$ cat config.mk
export PLATFORM = sky130hd
export DESIGN_NAME = dm_lsu
export DESIGN_NICKNAME = d
export VERILOG_FILES = /design/src/rtl/dm_lsu_pkg.sv /design/src/rtl/dm_lsu_extract.sv /design/src/rtl/dm_lsu.sv
export SDC_FILE = /design/constraint.sdc
export NUM_CORES = 1
export LEC_CHECK = 0
export BUFFER_PORTS_ARGS = -buffer_cell sky130_fd_sc_hd__buf_2
export CORE_ASPECT_RATIO = 2
export CORE_MARGIN = 3
export CORE_UTILIZATION = 60
export CTS_BUF_LIST = sky130_fd_sc_hd__clkbuf_8
export DETAILED_ROUTE_END_ITERATION = 10
export GPL_TIMING_DRIVEN = 1
export PLACE_DENSITY = 0.89
export SYNTH_ARGS = -nofsm -noshare
export SYNTH_HDL_FRONTEND = slang
export SYNTH_HIERARCHICAL = 1
export SYNTH_SLANG_ARGS = --single-unit
export TNS_END_PERCENT = 20
$ cat constraint.sdc
create_clock -name clk -period 6.1 [get_ports clk]
set_clock_uncertainty 0.1 [all_clocks]
set_input_delay 1.83 -clock clk [delete_from_list [all_inputs] [get_ports clk]]
set_output_delay 1.83 -clock clk [all_outputs]
set_load 0.01 [all_outputs]
$ cat src/rtl/dm_lsu_pkg.sv
// Shared definitions for the load/store unit: op encodings (same as dm LOADSel),
// FSM states and access-size helpers.
package dm_lsu_pkg;

    localparam logic [3:0] OP_LW  = 4'b0000;
    localparam logic [3:0] OP_LB  = 4'b0001;
    localparam logic [3:0] OP_LBU = 4'b0010;
    localparam logic [3:0] OP_LH  = 4'b0011;
    localparam logic [3:0] OP_LHU = 4'b0100;
    localparam logic [3:0] OP_SB  = 4'b0101;
    localparam logic [3:0] OP_SH  = 4'b0110;
    localparam logic [3:0] OP_SW  = 4'b0111;

    typedef enum logic [2:0] {
        S_IDLE,
        S_RD0,
        S_RD1,
        S_WR,
        S_RESP
    } state_t;

    function automatic logic [2:0] size_of(input logic [3:0] op);
        case (op)
            OP_LB, OP_LBU, OP_SB: size_of = 3'd1;
            OP_LH, OP_LHU, OP_SH: size_of = 3'd2;
            default:              size_of = 3'd4;
        endcase
    endfunction

    function automatic logic is_store(input logic [3:0] op);
        return (op == OP_SB) || (op == OP_SH) || (op == OP_SW);
    endfunction

endpackage

$ cat src/rtl/dm_lsu_extract.sv
// Load data extraction: shifts the two-word window down by the byte offset,
// truncates to the access size and sign/zero-extends.
module dm_lsu_extract
    import dm_lsu_pkg::*;
(
    input  logic [63:0] words,
    input  logic [1:0]  o,
    input  logic [3:0]  op,
    output logic [31:0] data
);

    logic [31:0] win;

    function automatic logic [31:0] sext8(input logic signed [7:0] v);
        return {{24{v[7]}}, v};
    endfunction

    function automatic logic [31:0] sext16(input logic signed [15:0] v);
        return {{16{v[15]}}, v};
    endfunction

    assign win = 32'(words >> {o, 3'b000});

    always_comb begin
        data = win;
        case (op)
            OP_LB:   data = sext8(win[7:0]);
            OP_LBU:  data = {24'b0, win[7:0]};
            OP_LH:   data = sext16(win[15:0]);
            OP_LHU:  data = {16'b0, win[15:0]};
            default: data = win;
        endcase
    end

endmodule

$ cat src/rtl/dm_lsu.sv
// Load/store unit in front of dm: splits misaligned loads into two word reads
// and misaligned stores into per-byte sb beats, one response per request.
module dm_lsu
    import dm_lsu_pkg::*;
#(
    parameter int DM_AW = 7
) (
    input  logic             clk,
    input  logic             rstn,
    input  logic             req_valid,
    output logic             req_ready,
    input  logic [3:0]       req_op,
    input  logic [31:0]      req_addr,
    input  logic [31:0]      req_wdata,
    output logic             rsp_valid,
    output logic [31:0]      rsp_rdata,
    output logic             rsp_err,
    output logic             dm_wr,
    output logic [3:0]       dm_loadsel,
    output logic [1:0]       dm_byte,
    output logic [DM_AW-1:0] dm_addr,
    output logic [31:0]      dm_din,
    input  logic [31:0]      dm_dout
);

    state_t           state, state_nx;
    logic [3:0]       op_q;
    logic [DM_AW-1:0] w_q;
    logic [1:0]       o_q;
    logic [31:0]      wdata_q;
    logic [31:0]      word0_q;
    logic [31:0]      rdata_q;
    logic             err_q;
    logic [1:0]       beat_q;

    logic             accept;
    logic [2:0]       size_q;
    logic             ld_mis;
    logic             st_mis;
    logic             last_beat;
    logic [2:0]       pos;
    logic [31:0]      word0_in;
    logic [31:0]      ext_data;
    logic             unused_addr;

    assign unused_addr = ^req_addr[31:DM_AW+2];

    assign req_ready = (state == S_IDLE) || (state == S_RESP);
    assign accept    = req_valid && req_ready;
    assign rsp_valid = (state == S_RESP);
    assign rsp_rdata = rdata_q;
    assign rsp_err   = err_q;

    assign size_q    = size_of(op_q);
    assign ld_mis    = ({1'b0, o_q} + size_q) > 3'd4;
    // The dm sh mode only serves lanes 0 and 2, so an odd sh is split like a misaligned sw.
    assign st_mis    = ((op_q == OP_SH) && o_q[0]) || ((op_q == OP_SW) && (o_q != 2'd0));
    assign last_beat = !st_mis || ({1'b0, beat_q} == (size_q - 3'd1));
    assign pos       = {1'b0, o_q} + {1'b0, beat_q};

    assign word0_in = (state == S_RD1) ? word0_q : dm_dout;

    dm_lsu_extract u_extract (
        .words (({dm_dout, word0_in})),
        .o     (o_q),
        .op    (op_q),
        .data  (ext_data)
    );

    always_comb begin
        state_nx = state;
        case (state)
            S_IDLE, S_RESP: begin
                state_nx = S_IDLE;
                if (accept) begin
                    if (req_op[3])
                        state_nx = S_RESP;
                    else if (is_store(req_op))
                        state_nx = S_WR;
                    else
                        state_nx = S_RD0;
                end
            end
            S_RD0:   state_nx = ld_mis ? S_RD1 : S_RESP;
            S_RD1:   state_nx = S_RESP;
            S_WR:    state_nx = last_beat ? S_RESP : S_WR;
            default: state_nx = S_IDLE;
        endcase
    end

    always_comb begin
        dm_loadsel = OP_LW;
        dm_byte    = 2'd0;
        dm_addr    = '0;
        dm_din     = 32'd0;
        case (state)
            S_RD0: dm_addr = w_q;
            S_RD1: dm_addr = w_q + DM_AW'(1);
            S_WR: begin
                if (st_mis) begin
                    dm_loadsel = OP_SB;
                    dm_byte    = pos[1:0];
                    dm_addr    = w_q + DM_AW'(pos[2]);
                    dm_din     = {24'b0, wdata_q[{beat_q, 3'b000} +: 8]};
                end else begin
                    dm_addr = w_q;
                    case (op_q)
                        OP_SB: begin
                            dm_loadsel = OP_SB;
                            dm_byte    = o_q;
                            dm_din     = {24'b0, wdata_q[7:0]};
                        end
                        OP_SH: begin
                            dm_loadsel = OP_SH;
                            dm_byte    = o_q;
                            dm_din     = o_q[1] ? {wdata_q[15:0], 16'b0} : {16'b0, wdata_q[15:0]};
                        end
                        default: begin
                            dm_loadsel = OP_SW;
                            dm_din     = wdata_q;
                        end
                    endcase
                end
            end
            default: ;
        endcase
    end

    assign dm_wr = (state == S_WR) && rstn;

    always_ff @(posedge clk) begin
        if (!rstn) begin
            state   <= S_IDLE;
            op_q    <= '0;
            w_q     <= '0;
            o_q     <= '0;
            wdata_q <= '0;
            word0_q <= '0;
            rdata_q <= '0;
            err_q   <= 1'b0;
            beat_q  <= '0;
        end else begin
            state <= state_nx;
            case (state)
                S_IDLE, S_RESP: begin
                    if (accept) begin
                        op_q    <= req_op;
                        w_q     <= req_addr[DM_AW+1:2];
                        o_q     <= req_addr[1:0];
                        wdata_q <= req_wdata;
                        beat_q  <= '0;
                        rdata_q <= '0;
                        err_q   <= req_op[3];
                    end
                end
                S_RD0: begin
                    word0_q <= dm_dout;
                    if (!ld_mis)
                        rdata_q <= ext_data;
                end
                S_RD1:   rdata_q <= ext_data;
                S_WR:    beat_q  <= beat_q + 2'd1;
                default: ;
            endcase
        end
    end

endmodule

After elaboration in Yosys (flattened, before gate mapping)
Cells that the tools add are included.
{ "totals": {"in_bits": 103, "word_cells": 82, "output_inout_bits": 81, "regBits": 115} }
{ "op_classes": {"n_reduce_logical": 21, "shift": 2, "n_lt_le_gt_ge": 1, "mux": 26, "eq_ne": 17, "addsub": 6} }
{ "op_table": {"columns": ["cell", "count"], "rows": [
  ["2-to-1 mux 32 bit", 6],
  ["one-hot mux 32 bit (4 select lines)", 1],
  ["one-hot mux 32 bit (3 select lines)", 1],
  ["one-hot mux 32 bit (2 select lines)", 1],
  [">> shifter 64 x 5 -> 32 bit", 1],
  ["indexed part select 32 x 6 -> 8 bit", 1],
  ["== test 4 x 3 -> 1 bit (second input constant)", 7],
  ["one-hot mux 7 bit (3 select lines)", 1],
  ["2-to-1 mux 3 bit", 5],
  ["2-to-1 mux 2 bit", 6],
  ["one-hot mux 3 bit (4 select lines)", 1],
  ["== test 4 x 2 -> 1 bit (second input constant)", 2],
  ["one-hot mux 2 bit (2 select lines)", 2],
  ["adder 7 x 1 -> 7 bit", 1],
  ["adder 7 x 1 -> 7 bit (second input constant)", 1],
  ["2-to-1 mux 7 bit", 1],
  ["== test 3 x 2 -> 1 bit (second input constant)", 2],
  ["one-hot mux 3 bit (2 select lines)", 1],
  ["OR reduction 3 bit", 2],
  ["logical OR 1 bit", 5],
  ["== test 4 x 1 -> 1 bit (second input constant)", 1],
  ["logical AND 1 bit", 4],
  ["!= test 2 bit (second input constant)", 2],
  ["AND reduction 2 bit", 2],
  ["14 further kinds", 16]
]} }

Longest topological paths before layout
{ "depth": {"ltp_word": 8, "depth_mapped": 13, "ltp_nobuf": 10} }

By module
The synthesis kept the hierarchy.
{ "modules_own_cells": {"columns": ["mod", "cells_per_inst", "n_inst", "area_per_inst_um2", "seq_area_each_um2"], "rows": [
  ["dm_lsu", 739, 1, 6127.1, 2282.2],
  ["dm_lsu_extract", 157, 1, 1082.3, 0.0]
]} }

Worst setup path before layout
Ideal clock, no wire load.
{ "synth_path": {"path_kind": "in2out", "startpoint": "input port rstn", "endpoint": "output port dm_wr", "n_path_buf": 2, "t_required_ns": 4.170, "t_arrival_ns": 2.490, "path_stages": 3, "setup_slack_ns": 1.680, "path_cell_list": "clkbuf_1 clkbuf_1 and2_1"} }
{ "synth_between": {"elab_chain_cells": 1} }
{ "synth_lines": {"columns": ["element", "line_no", "rtl"], "rows": [
  ["start, declared", "dm_lsu.sv:9", "input logic rstn,"],
  ["logical AND 1 bit", "dm_lsu.sv:129", "assign dm_wr = (state == S_WR) && rstn;"],
  ["end, declared", "dm_lsu.sv:18", "output logic dm_wr,"]
]} }
No other way between the ends.

Worst setup path after layout
{ "layout_path": {"startpoint": "register op_q[1]", "endpoint": "output port dm_addr[6]"} }
{ "layout_between": {"elab_chain_cells": 5, "word_cells_on_any_way": 7, "classes_between": "2 x eq/ne; 2 x mux; 3 x reduce/logical"} }
{ "layout_lines": {"columns": ["element", "line_no", "rtl"], "rows": [
  ["start, declared", "dm_lsu.sv:27", "logic [3:0] op_q;"],
  ["start signal, assigned", "dm_lsu.sv:147", "op_q <= req_op;"],
  ["== test 4 x 3 -> 1 bit", "dm_lsu.sv:57", "assign st_mis = ((op_q == OP_SH) && o_q[0]) || ((op_q == OP_SW) && (o_q != 2'd0));"],
  ["logical AND 1 bit", "dm_lsu.sv:57", null],
  ["logical OR 1 bit *", "dm_lsu.sv:57", null],
  ["2-to-1 mux 7 bit *", "dm_lsu.sv:100", "if (st_mis) begin"],
  ["one-hot mux 7 bit (3 select lines) *", "dm_lsu.sv:96", "case (state)"],
  ["end, declared", "dm_lsu.sv:21", "output logic [DM_AW-1:0] dm_addr,"]
]} }
Every way passes the cells marked *; elsewhere a longest branch is shown, timed or not.

==> results.txt <==
----------------------------------------------------
[Synth]
  Synth Area in Simple Gates ... 21.3%
  Mapped Cells ... approximately 900
  Commonest register cell after synthesis ... sky130_fd_sc_hd__dfxtp_1
  Number of warnings reported in the yosys synthesis log ... 6
  Xor and xnor area share after synthesis ... 0.486%
  Multiplexer area fraction after synthesis ... 18.8%
  FFs w/ async S/R, synth ... 0%
  Synthesized-area fraction occupied by ao, oa, aoi and oai cells ... between 10% and 20%
  Post-synthesis share of cell area spent on full adders, half adders and majority gates ... under 10%
  Synthesized Nets ... around 1000
  Library cell occupying the most area in the post-synthesis netlist ... sky130_fd_sc_hd__dfxtp_1
  Main combinational cell family by area after synthesis ... simple AND/OR/NAND/NOR gates
  Number of distinct library cell variants in the gate-level netlist after synthesis ... 67
  Avg Inst Size Synth ... 8.05 µm²
  Number of enable flip-flop cells after synthesis ... 0
  Ranking of synthesized cells by area ... sky130_fd_sc_hd__dfxtp_1 (32%), sky130_fd_sc_hd__nand2_1 (13%), sky130_fd_sc_hd__a21boi_0 (8.2%), sky130_fd_sc_hd__mux2i_1 (8.2%), sky130_fd_sc_hd__mux2_2 (7.8%)
  Synth top area share ... around a third
  Count of state elements after synthesis ... between 100 and 150
  Fraction of the yosys area taken by sequential cells ... 31.7%
  Area of the mapped netlist ... 7210 µm²

[Timing]
  Tightest slew margin relative to the limit ... 18.6%
  Total setup violations reported at the end of the flow ... 0
  Actual transition at the worst max-transition pin ... roughly 1200 ps
  Worst-case setup margin in the final layout ... around 1000 ps
  Total negative setup slack ... 0 ps
  Highest attainable clock frequency ... 0.198 GHz
  Share of the cycle needed by the critical path after routing ... ~83%
  Crit path time final ... 5060 ps
  Setup repair after global routing missed its margin ... false
  Total count of max-transition violations in the final report ... 0
  Final hold viol count ... 0

[Die]
  Placeable core region ... between 10000 and 15000 µm²
  Effective utilization at floorplan ... approximately three fifths
  Row count ... 56
  Die X-Extent ... between 80 and 90 µm
  Die Y ... about 160 µm
  I/O Pins ... between 150 and 200
  Die Footprint ... 13400 µm²

[Finish]
  Share of the core filled with cells in the final layout ... a little under three quarters
  Layout cell share with drive strength beyond 1 ... roughly 28%
  Sequential cell area ... approximately 2300 µm²
  Leading cell types in the layout, fill and taps excluded ... sky130_fd_sc_hd__nand2_1 (242), sky130_fd_sc_hd__buf_2 (159), sky130_fd_sc_hd__dfxtp_1 (112)
  Diode count ... 0
  Commonest non-fill, non-tap cell in the layout ... sky130_fd_sc_hd__nand2_1
  Multi-input combinational cell area ... ~4500 µm²
  Filler cell count ... between 900 and 1000
  Area added between synthesis and finish ... 16.3%
  Number of nets in the final layout ... between 1000 and 1500

[Setup path]
  CP Data Arrival Time ... 3130 ps
  R2R setup slack ... 1960 ps
  Beginning of the critical path ... op_q[1]$_SDFFE_PN0P_
  Worst setup path endpoint ... dm_addr[6]
  R2r worst-path depth ... 9
  CP peak stage delay ... 850 ps
  Worst path bufs/invs ... 1
  Worst path slowest cell ... sky130_fd_sc_hd__nor2_1
  Required time reported for the critical path endpoint ... roughly 4200 ps
  Critical Path Start Type ... register
  Crit-path leading delay family ... simple AND/OR/NAND/NOR gates
  Beginning of the worst register-to-register path ... op_q[1]$_SDFFE_PN0P_
  Instance count on the critical path ... 5
  Nature of the critical path endpoint ... primary output
  Critical Path, Cell by Cell ... nand3b_1, nor2_1, a32oi_1, o211a_1, buf_2
  Worst Setup Path Type ... register to primary output
  CP max FO ... 18
  End of the worst register-to-register path ... rsp_rdata[29]$_SDFFE_PN0P_

[Clocking]
  Buffer count from post-CTS setup fixing ... 0
  Resized Gates After CTS ... 0
  Clock tree from TritonCTS ... done
  Clock latency reported for the late side of the worst-skew pair ... 450 ps
  Count of hold-fix buffers inserted at cts ... 0
  H-tree levels ... 4
  Maximum buffer depth of the clock tree ... 2
  Number of sinks on the clock net ... 114
  Root Driver ... sky130_fd_sc_hd__clkbuf_8
  Number of buffers created by CTS ... 17
  Clk pin slew, worst setup/hold paths ... 70 ps

[GRT]
  Largest net degree at the start of global routing ... roughly 110
  Global-route wire length before repair ... between 30 and 40 mm
  Global router's overall resource usage ... approximately 31%
  Antenna violations before repair ... 0
  Leftover overflow at the end of global routing ... 0
  Vias in the first global route ... between 6000 and 7000

[Placement]
  Dpl ws ... 1560 ps
  Port-buffer cells ... between 150 and 200
  Half-perimeter wire length after placement ... 14.8 mm
  Placer's final routability congestion estimate ... around 0.92

[Power]
  Design internal power ... about 0.0015 W
  Net switching fraction of the power ... 27.5%
  Clock power share ... between 40% and 50%
  Switching power total ... about 0.00056 W
  Cell leakage power ... approximately 3.4 nW
  Combinational share of power ... ~17%
  Worst-case vdd ir drop ... between 150 and 200 µV
  Flop pwr share ... approximately two fifths
  Pwr Density ... approximately 240 nW/µm²
  Power consumption ... just over 0.002 W

[Route]
  Number of antenna-violating nets in the routed design ... 0
  Routed vias ... approximately 7100
  Avg WL per Cell ... around 18 µm
  Drt via density ... 6.08
  Post-detailed-routing wire length ... around 21 mm
  # DRC ... 0
  First-pass iteration count of the detailed router ... 5
  Initial DRC Count ... around 410

[Flow run]
  Max Cap Violations ... 0

[Outcome]
  Outcome ... finished clean

[Hold path]
  Class of the most critical hold timing path ... register to register

----------------------------------------------------
## through the flow
step	hold WS (ps)	cell area, µm²	std cells
final	358	8380	1168
after global routing	376	8380	1168
after CTS	365	8380	1168
after detailed placement	351	7890	1137
after global placement	341	7890	1137
after floorplan	340	7210	896
## flip-flops by register name, indices dropped and copies added, names as in the netlist
| name | count |
|---|---|
| wdata_q | 32 |
| o_q | 2 |
| state | 3 |
| word0_q | 32 |
| rsp_rdata | 32 |
| w_q | 7 |
| beat_q | 2 |
| op_q | 4 |
## layout make-up
cell class                 instances  share of cell area, %
clock buffer                      23                   3.78
inverter                          11                  0.493
multi-input combinational        697                   53.8
timing repair buffer             170                   10.5
sequential                       114                   27.3
tap                              145                   2.16
clock inverter                     8                   2.05
## power by group through the flow
| stage | Clock [W] | Combinational, W | Sequential [W] |
|---|---|---|---|
| floorplan | 0 | 0.000258 | 0.000816 |
| global placement | 0 | 0.000333 | 0.000832 |
| detailed placement | 0 | 0.000341 | 0.000834 |
| CTS | 0.000876 | 0.000344 | 0.000817 |
| global route | 0.000902 | 0.000381 | 0.000822 |
| finish | 0.000868 | 0.000349 | 0.000819 |
## cell families (layout without fill, tap and decap cells)
family | Yosys count | in the layout
simple gates | 358 | 358
fa+ha+maj | 8 | 8
flops | 114 | 114
compound gates | 208 | 208
buf+inv | 85 | 212
xor+xnor | 4 | 4
mux | 118 | 118
other cells | 1 | 1
## worst register-to-register path: stages (launching register included)
cell                       delay, ps
sky130_fd_sc_hd__dfxtp_1         810
sky130_fd_sc_hd__or3b_1          420
sky130_fd_sc_hd__a21o_1          210
sky130_fd_sc_hd__ha_1            200
sky130_fd_sc_hd__or2_2           310
sky130_fd_sc_hd__fa_1            410
sky130_fd_sc_hd__xor2_1          180
sky130_fd_sc_hd__a211oi_1        230
sky130_fd_sc_hd__o31a_2          900
sky130_fd_sc_hd__mux2i_1         310
## worst min path at each step
stage	start	depth (start not counted)	slack, ps	end
floorplan	word0_q[22]$_SDFFE_PN0P_	2	340	word0_q[22]$_SDFFE_PN0P_
global placement	rsp_rdata[6]$_SDFFE_PN0P_	2	340	rsp_rdata[6]$_SDFFE_PN0P_
detailed placement	rsp_rdata[13]$_SDFFE_PN0P_	2	350	rsp_rdata[13]$_SDFFE_PN0P_
CTS	rsp_rdata[12]$_SDFFE_PN0P_	2	370	rsp_rdata[12]$_SDFFE_PN0P_
global route	rsp_rdata[31]$_SDFFE_PN0P_	2	380	rsp_rdata[31]$_SDFFE_PN0P_
finish	rsp_rdata[12]$_SDFFE_PN0P_	2	360	rsp_rdata[12]$_SDFFE_PN0P_
## cells in the mapped netlist (4+ instances only)
| cell type | instances |
|---|---|
| sky130_fd_sc_hd__buf_2 | 26 |
| sky130_fd_sc_hd__nand2b_1 | 4 |
| sky130_fd_sc_hd__a21boi_0 | 79 |
| sky130_fd_sc_hd__mux2_2 | 50 |
| sky130_fd_sc_hd__buf_1 | 5 |
| sky130_fd_sc_hd__o21ai_0 | 37 |
| sky130_fd_sc_hd__nor3_1 | 5 |
| sky130_fd_sc_hd__mux2i_1 | 59 |
| sky130_fd_sc_hd__inv_1 | 7 |
| sky130_fd_sc_hd__buf_6 | 7 |
| sky130_fd_sc_hd__mux4_2 | 9 |
| sky130_fd_sc_hd__and2_1 | 11 |
| sky130_fd_sc_hd__nor2_1 | 55 |
| sky130_fd_sc_hd__clkbuf_1 | 27 |
| sky130_fd_sc_hd__nand3b_1 | 4 |
| sky130_fd_sc_hd__dfxtp_1 | 114 |
| sky130_fd_sc_hd__ha_1 | 6 |
| sky130_fd_sc_hd__nand3_1 | 11 |
| sky130_fd_sc_hd__a22oi_1 | 24 |
| sky130_fd_sc_hd__a21oi_1 | 24 |
| sky130_fd_sc_hd__nand2_1 | 242 |
| sky130_fd_sc_hd__o21ai_2 | 11 |
| sky130_fd_sc_hd__nor2b_1 | 6 |
| sky130_fd_sc_hd__a31oi_1 | 5 |
## routing by layer
layer	part of all wire [%]	vias to the layer above	track usage, %	wire, µm
li1	-	3329	-	-
met1	32	3287	29.7	6920
met2	53	384	58.0	11300
met3	6.5	103	5.00	1390
met4	7.9	0	24.7	1680
met5	0	-	0	0
Note: power is estimated with default switching activity, not from simulation.
